### src/rtl/gpu_stencil_ctrl.sv
// gpu_stencil_ctrl
// Front end for a banked stencil cache. It feeds pixel-pipe reads and writes
// to the cache, and it keeps the cache away from two kinds of misuse:
//   - two writes to the same bank in consecutive cycles;
//   - a read that would see a write that has not yet committed.
// It also runs a clear engine that fills all 32768 entries with one value.
//
// Ports
//   clk_i, rst_ni          clock; asynchronous active-low reset
//   pp_rd_*                pixel-pipe read request, ready, and tagged return
//   pp_wr_*                pixel-pipe masked write request and ready
//   clr_*                  clear start/value, busy level, done pulse
//   stencil_rd_*/wr_*      cache-side read and write issue; read data returns
//                          one cycle after the request
//   stencil_error_i        cache misuse flag
//   err_sticky_o/count_o   error flag and count (zero unless enabled)
//
// Build option
//   STENCIL_CTRL_ERRCNT_EN  when defined, err_sticky_o records any cycle with
//                           stencil_error_i high, and err_count_o counts those
//                           cycles, saturating at 255. When it is not defined,
//                           both outputs are tied to zero.
//
// Clear FSM
//   state    | meaning
//   IDLE     | pixel traffic flows; clr_start_i is accepted
//   CLEAR    | one fill write per hazard-free cycle; pixel traffic stalled
//   DONE     | one-cycle completion pulse, then back to IDLE

module gpu_stencil_ctrl (
  input  logic        clk_i,
  input  logic        rst_ni,

  input  logic        pp_rd_req_i,
  input  logic [14:0] pp_rd_addr_i,
  input  logic [3:0]  pp_rd_tag_i,
  output logic        pp_rd_ready_o,
  output logic        pp_rd_valid_o,
  output logic [15:0] pp_rd_data_o,
  output logic [3:0]  pp_rd_tag_o,

  input  logic        pp_wr_req_i,
  input  logic [14:0] pp_wr_addr_i,
  input  logic [15:0] pp_wr_mask_i,
  input  logic [15:0] pp_wr_value_i,
  output logic        pp_wr_ready_o,

  input  logic        clr_start_i,
  input  logic [15:0] clr_value_i,
  output logic        clr_busy_o,
  output logic        clr_done_o,

  output logic        stencil_rd_req_o,
  output logic [14:0] stencil_rd_addr_o,
  output logic        stencil_wr_req_o,
  output logic [14:0] stencil_wr_addr_o,
  output logic [15:0] stencil_wr_mask_o,
  output logic [15:0] stencil_wr_value_o,
  input  logic [15:0] stencil_rd_value_i,
  input  logic        stencil_error_i,
  output logic        err_sticky_o,
  output logic [7:0]  err_count_o
);

  localparam logic [1:0] ST_IDLE  = 2'd0;
  localparam logic [1:0] ST_CLEAR = 2'd1;
  localparam logic [1:0] ST_DONE  = 2'd2;

  logic [1:0]  state_q, state_d;
  logic [14:0] cnt_q, cnt_d;
  logic [15:0] clr_val_q, clr_val_d;

  // History of the write issued in the previous cycle
  logic        hist_vld_q;
  logic [2:0]  hist_bank_q;
  logic [14:0] hist_addr_q;
  logic        hist_full_q;

  logic        rd_vld_q;
  logic [3:0]  rd_tag_q;

  logic        busy;
  logic [14:0] wr_addr;
  logic [15:0] wr_mask;
  logic [15:0] wr_value;
  logic [2:0]  wr_bank;
  logic        hazard;
  logic        wr_pp, wr_clr, wr_issue;
  logic        rd_stall, rd_go;

  assign busy = (state_q == ST_CLEAR);

  // Only one source may write at a time: the clear engine while busy,
  // otherwise the pixel pipe.
  assign wr_addr  = busy ? cnt_q : pp_wr_addr_i;
  assign wr_mask  = busy ? 16'hFFFF : pp_wr_mask_i;
  assign wr_value = busy ? clr_val_q : pp_wr_value_i;
  assign wr_bank  = {wr_addr[7:6], wr_addr[0]};

  assign hazard   = hist_vld_q & (wr_bank == hist_bank_q);
  assign wr_pp    = pp_wr_req_i & ~hazard & ~busy;
  assign wr_clr   = busy & ~hazard;
  assign wr_issue = wr_pp | wr_clr;

  // A partial-mask write commits one cycle late, so the following cycle
  // must not read that address either.
  assign rd_stall = busy
                  | (wr_issue & (pp_rd_addr_i == wr_addr))
                  | (hist_vld_q & ~hist_full_q & (pp_rd_addr_i == hist_addr_q));
  assign rd_go    = pp_rd_req_i & ~rd_stall;

  always_comb begin
    state_d   = state_q;
    cnt_d     = cnt_q;
    clr_val_d = clr_val_q;
    case (state_q)
      ST_IDLE: begin
        if (clr_start_i) begin
          state_d   = ST_CLEAR;
          cnt_d     = '0;
          clr_val_d = clr_value_i;
        end
      end
      ST_CLEAR: begin
        if (wr_clr) begin
          cnt_d = cnt_q + 15'd1;
          if (cnt_q == 15'h7FFF) state_d = ST_DONE;
        end
      end
      ST_DONE:  state_d = ST_IDLE;
      default:  state_d = ST_IDLE;
    endcase
  end

  always_ff @(posedge clk_i or negedge rst_ni) begin
    if (!rst_ni) begin
      state_q     <= ST_IDLE;
      cnt_q       <= '0;
      clr_val_q   <= '0;
      hist_vld_q  <= 1'b0;
      hist_bank_q <= '0;
      hist_addr_q <= '0;
      hist_full_q <= 1'b0;
      rd_vld_q    <= 1'b0;
      rd_tag_q    <= '0;
    end else begin
      state_q     <= state_d;
      cnt_q       <= cnt_d;
      clr_val_q   <= clr_val_d;
      hist_vld_q  <= wr_issue;
      hist_bank_q <= wr_bank;
      hist_addr_q <= wr_addr;
      hist_full_q <= (wr_mask == 16'hFFFF);
      rd_vld_q    <= rd_go;
      rd_tag_q    <= pp_rd_tag_i;
    end
  end

  // Combinational handshakes are gated by reset so that every output is
  // quiet while reset is held, even when clients keep requesting.
  assign pp_wr_ready_o      = rst_ni & wr_pp;
  assign pp_rd_ready_o      = rst_ni & rd_go;
  assign stencil_wr_req_o   = rst_ni & wr_issue;
  assign stencil_wr_addr_o  = stencil_wr_req_o ? wr_addr  : '0;
  assign stencil_wr_mask_o  = stencil_wr_req_o ? wr_mask  : '0;
  assign stencil_wr_value_o = stencil_wr_req_o ? wr_value : '0;
  assign stencil_rd_req_o   = pp_rd_ready_o;
  assign stencil_rd_addr_o  = pp_rd_ready_o ? pp_rd_addr_i : '0;

  assign pp_rd_valid_o = rd_vld_q;
  assign pp_rd_data_o  = rd_vld_q ? stencil_rd_value_i : '0;
  assign pp_rd_tag_o   = rd_vld_q ? rd_tag_q : '0;

  assign clr_busy_o = busy;
  assign clr_done_o = (state_q == ST_DONE);

`ifdef STENCIL_CTRL_ERRCNT_EN
  logic       err_sticky_q;
  logic [7:0] err_cnt_q;

  always_ff @(posedge clk_i or negedge rst_ni) begin
    if (!rst_ni) begin
      err_sticky_q <= 1'b0;
      err_cnt_q    <= '0;
    end else if (stencil_error_i) begin
      err_sticky_q <= 1'b1;
      if (err_cnt_q != 8'hFF) err_cnt_q <= err_cnt_q + 8'd1;
    end
  end

  assign err_sticky_o = err_sticky_q;
  assign err_count_o  = err_cnt_q;
`else
  logic unused_err;
  assign unused_err   = stencil_error_i;
  assign err_sticky_o = 1'b0;
  assign err_count_o  = '0;
`endif

endmodule

### config.mk
export PLATFORM = sky130hd
export DESIGN_NAME = gpu_stencil_ctrl
export DESIGN_NICKNAME = d
export VERILOG_FILES = /design/src/rtl/gpu_stencil_ctrl.sv
export SDC_FILE = /design/constraint.sdc
export NUM_CORES = 1
export LEC_CHECK = 0
export ABC_CLOCK_PERIOD_IN_PS = 2400
export BUFFER_PORTS_ARGS = -buffer_cell sky130_fd_sc_hd__buf_2
export CAP_MARGIN = 10
export CORE_MARGIN = 4
export CORE_UTILIZATION = 40
export CTS_CLUSTER_DIAMETER = 200
export DETAILED_ROUTE_END_ITERATION = 8
export GPL_ROUTABILITY_DRIVEN = 0
export PLACE_DENSITY = 0.86
export SKIP_LAST_GASP = 1
export SLEW_MARGIN = 40
export SYNTH_ARGS = -nofsm -noshare
export SYNTH_HDL_FRONTEND = slang
export SYNTH_SLANG_ARGS = --single-unit
export TNS_END_PERCENT = 10
### constraint.sdc
create_clock -name clk_i -period 2.4 [get_ports clk_i]
set_input_delay 0.36 -clock clk_i [delete_from_list [all_inputs] [get_ports clk_i]]
set_output_delay 0.36 -clock clk_i [all_outputs]
set_load 0.005 [all_outputs]
* After elaboration in Yosys (flattened, before gate mapping) *
Cells that the tools add are included.

storage, ports and cells
  bits in registers = 58
  input bits = 104

operators by class
  add/subtract/negate cells = 1
  eq/ne operators = 10
  mux-type cells = 16
  bitwise logic cells = 18
  reduce and logical (&&, ||, !) cells = 5

operators with widths
  kind                                           number
  2-to-1 mux 16 bit                              5
  2-to-1 mux 15 bit                              5
  == test 15 bit                                 2
  one-hot mux 15 bit (2 select lines)            1
  == test 16 bit, second input constant          1
  adder 15 x 1 -> 15 bit, second input constant  1
  == test 15 bit, second input constant          1
  bitwise AND 1 bit                              11
  2-to-1 mux 2 bit                               3
  AND reduction 3 bit                            2
  2-to-1 mux 4 bit                               1
  != test 2 x 1 -> 1 bit, second input constant  2
  inverter 1 bit                                 4
  one-hot mux 2 bit (2 select lines)             1
  == test 3 bit                                  1
  OR 1 bit                                       3
  == test 2 x 1 -> 1 bit, second input constant  1
  == test 2 bit, second input constant           1
  zero test 2 bit                                1
  != test 2 bit, second input constant           1
  AND reduction 2 bit                            1
  nonzero test 2 bit                             1

* Logic depth before layout (Yosys ltp) *
  depth after elaboration = 15
  depth in mapped cells = 11
  depth with buffers taken out = 7

* Worst setup path before layout *
Ideal clock, no wire load.

  path kind = register -> output
  start point = register state_q[0]
  end point = output port stencil_rd_req_o
  arrival = 2.312 ns
  path slack = -0.272 ns
  stages on the path, launching flop included = 11
  cells stage by stage = dfrtp_1 nand2b_4 buf_6 inv_4 nor4_2 a31oi_1 or4_4 nor4_4 buf_6 nor2_2 buf_4

on the way
  word-level cells in the longest chain between the ends = 14
  elaborated cells between the ends (all ways) = 17
  those cells by class = eq/ne: 3; mux: 1; bitwise: 13

ends and longest elaborated chain
  item                             RTL line  RTL
  start: declaration               69        logic [1:0] state_q, state_d;
  start signal: assignment         147       state_q <= state_d;
  == test 2 x 1 -> 1 bit *         91        assign busy = (state_q == ST_CLEAR);
  2-to-1 mux 15 bit                95        assign wr_addr = busy ? cnt_q : pp_wr_addr_i;
  == test 3 bit                    100       assign hazard = hist_vld_q & (wr_bank == hist_bank_q);
  bitwise AND 1 bit                100
  inverter 1 bit                   101, 102
  bitwise AND 1 bit (2 in series)  101       assign wr_pp = pp_wr_req_i & ~hazard & ~busy;
  OR 1 bit                         103       assign wr_issue = wr_pp | wr_clr;
  bitwise AND 1 bit                108       | (wr_issue & (pp_rd_addr_i == wr_addr))
  OR 1 bit *                       108
  OR 1 bit *                       109       | (hist_vld_q & ~hist_full_q & (pp_rd_addr_i == hist_addr_q));
  inverter 1 bit *                 110       assign rd_go = pp_rd_req_i & ~rd_stall;
  bitwise AND 1 bit *              110
  bitwise AND 1 bit *              162       assign pp_rd_ready_o = rst_ni & rd_go;
  end: declaration                 53        output logic stencil_rd_req_o,

Every way passes the cells marked *; elsewhere a longest branch is shown, timed or not.

* Worst setup path after layout *
  start point = register state_q[0]
  end point = output port stencil_rd_addr_o[1]

on the way
  word-level cells in the longest chain between the ends = 15
  elaborated cells between the ends (all ways) = 18
  those cells by class = eq/ne: 3; mux: 2; bitwise: 13

ends and longest elaborated chain
  item                             RTL line  RTL
  == test 2 x 1 -> 1 bit *         91
  2-to-1 mux 15 bit                95
  == test 3 bit                    100
  bitwise AND 1 bit                100
  inverter 1 bit                   101, 102
  bitwise AND 1 bit (2 in series)  101
  OR 1 bit                         103
  bitwise AND 1 bit                108
  OR 1 bit *                       108
  OR 1 bit *                       109
  inverter 1 bit *                 110
  bitwise AND 1 bit *              110
  bitwise AND 1 bit *              162
  2-to-1 mux 15 bit *              168       assign stencil_rd_addr_o = pp_rd_ready_o ? pp_rd_addr_i : '0;
  end: declaration                 54        output logic [14:0] stencil_rd_addr_o,

Marked as above.

==> impl_metrics.ini <==
[floorplanning]
dieArea_sq_mm = 0.0112
die_height_microns = 106
io_pins = 202
placementRows = 35
die_x_microns = 106
start_util_pct = 41.2
core_sq_mm = 0.00928

[sta]
min_period_over_period_pct = 123
tightest_slew_ps = 567
max_freq_ghz = 0.340
final-setup-viol-count = 71
period_needed_ps = 2940
setup_ws_ps = -544
setup_tns_ps = -31550
hold_viol = 0
maxSlewViolCount = 0
fin_skew_ps = 10.8
slew_headroom_pct = 61.8
rsz0062_at_grt = yes

[drt]
drt_iter0_drc = 264
vias = 4200
drt_first_pass_iters = 5
antenna_left = 0
vias_per_cell = 4.97
drc = 0
wl_per_cell_microns = 15.4
wl_mm = 13.0

[clock_tree]
cts_hold_buf = 0
cts_buffers = 5
cts_tree = done
root_buffer = clkbuf_8
htreeDepth = 2
cts.sinks = 55
path_clk_slew_ps = 110
cts_buffer_depth = 2
clock_latency_ps = 310

[placed_design]
dpl.hpwl_mm = 9.92
placed_cell_area_sq_mm = 0.00520
portBuffers = 191

[logic_synthesis]
yosysMostFrequentCell = nand2_1
synth_cell_types = 55
synth_edf_count = 0
ys_warn_count = 0
synth_top_area_share_pct = 36.0
yosys.area.top_type = dfrtp_1
synth_common_cells = nand2_1 (127), dfrtp_1 (55), nor2_1 (44)
synth-async-reset-ratio_pct = 100
synth_area_sq_mm = 0.00382
syn-instance-count = 483
avgSynthCellArea_sq_um = 7.91
yosysSeqAreaShare_pct = 36.0
ys.flop_type = dfrtp_1
ys_ff_latch = 55
netlist_top_cells_area = dfrtp_1 (36%), nand2_1 (12%), xnor2_1 (5.7%)

[job]
maxCapViolCount = 0

[finish]
fin_area_sq_mm = 0.00560
nNetsFinal = 820
syn_to_final_growth_pct = 46.7
drive_above_1_share_pct = 41.9
fin_util_pct = 60.4
multi_input_area_sq_mm = 0.00234
antennaDiodeCount = 0
fillCellCount = 820
layout.area.seq_sq_mm = 0.00138

[worst_setup_path]
crit_required_ps = 2040
r2r_start = state_q[0]
critPathMaxFanout = 5
timing.rr.end = cnt_q[9]
rrSetupSlack_ps = -80
reg2regPathDepth = 7
startpoint_type = flop
endpoint_kind = primary output
critPathArrivalTime_ps = 2580
crit_type = flop to primary output
startpoint = state_q[0]

[global_route]
grt_pass1_vias = 4018
track_usage_pct = 21.6
grt_pass1_wl_mm = 19.7
gr-total-overflow = 0
antenna_found_initial = 0
grt_max_degree = 36

[pwr]
power_leakage_uw = 0.00299
vdd_drop_max_uv = 324
finalPower_uw = 3750
p_per_area_mw_per_mm2 = 668

[worst_hold_path]
hp-class = primary input to async pin

[status]
violations = setup timing
status = finished, violations left
[worst max path at each step]
stage                                end  slack (ps)
CTS                 stencil_wr_addr_o[4]        -490
global placement    stencil_rd_addr_o[4]        -150
global route        stencil_rd_addr_o[4]        -720
floorplan               stencil_rd_req_o        -110
detailed placement  stencil_rd_addr_o[3]        -160
finish              stencil_rd_addr_o[1]        -540
[cell usage in the layout (no fill, tap or decap), types with 3 or more instances in the layout]
master / n
a211oi_1: 3
a21oi_1: 31
and2_1: 23
and3_1: 3
buf_12: 3
buf_2: 192
buf_4: 51
buf_6: 6
clkbuf_16: 3
clkbuf_8: 6
conb_1: 9
dfrtp_1: 54
inv_1: 13
mux2i_1: 7
mux2i_4: 5
nand2_1: 127
nand2b_1: 5
nand3_1: 5
nand4_1: 9
nor2_1: 42
nor2b_1: 6
nor3b_1: 8
nor3b_2: 7
o21ai_0: 7
or3_1: 3
xnor2_1: 24
xor2_1: 17
[layout make-up]
cell class / count / area share [%]
Clock buffer: 6 / 1.47
Clock inverter: 2 / 0.692
Inverter: 14 / 1.03
Multi-Input combinational cell: 384 / 41.8
Sequential cell: 55 / 24.6
Tap cell: 129 / 2.88
Timing Repair Buffer: 255 / 27.6
[per-layer routing]
metal  global-route usage (%)  share of wire, %  up-vias
li1                         -                 -     2029
met1                     26.2                39     1953
met2                     39.2                52      203
met3                     4.16               8.0       15
met4                     5.09               1.4        0
met5                        0                 0        -
[stage by stage]
step	hold slack (ps)	setup slack, ps	instances
3_3_place_gp	408	-147	822
3_5_place_dp	412	-164	822
5_1_grt	78.8	-724	845
6_report	82.1	-544	845
2_1_floorplan	64.4	-111	491
4_1_cts	77.0	-489	834
[state kept, by name, indices dropped and copies added (netlist names)]
signal	flops
clr_val_q	16
pp_rd_valid_o	1
rd_tag_q	4
cnt_q	15
hist_full_q	1
hist_addr_q	15
state_q	2
hist_vld_q	1
[worst max-delay path: stages, from the launching register on]
cell,delay [ps]
dfrtp_2,460
nand2b_4,190
buf_6,160
mux2i_4,260
xnor2_2,110
o31ai_1,290
buf_4,190
nor4_4,60
buf_4,170
nor3b_1,210
buf_2,160
[cell families (layout without fill, tap and decap cells)]
kind of cell / Yosys count / in the layout / share of synthesized area, %
AND/OR/NAND/NOR: 257 / 258 / 33.2
multiplexers: 13 / 13 / 3.77
AO/OA/AOI/OAI: 61 / 61 / 9.89
adder cells (fa/ha/maj): 1 / 1 / 0.327
buffers and inverters: 53 / 277 / 7.07
other: 1 / 9 / 0.0981
flip-flops: 55 / 55 / 36.0
XOR/XNOR: 42 / 42 / 9.63
[power breakdown]
part / switching [uW] / leakage (uW) / internal, uW
registers: 159 / 0.000699 / 1130
logic: 927 / 0.00223 / 877
clock network: 307 / 0.0000618 / 344
total: 1390 / 0.00299 / 2350
[repair_timing]
action                     CTS  global route
pin swaps                    0             4
gates resized for setup      8            15
setup endpoints to repair   71            77
cloned                       1             4
buffers inserted             3             7
Power figures use the tool's default switching activity.
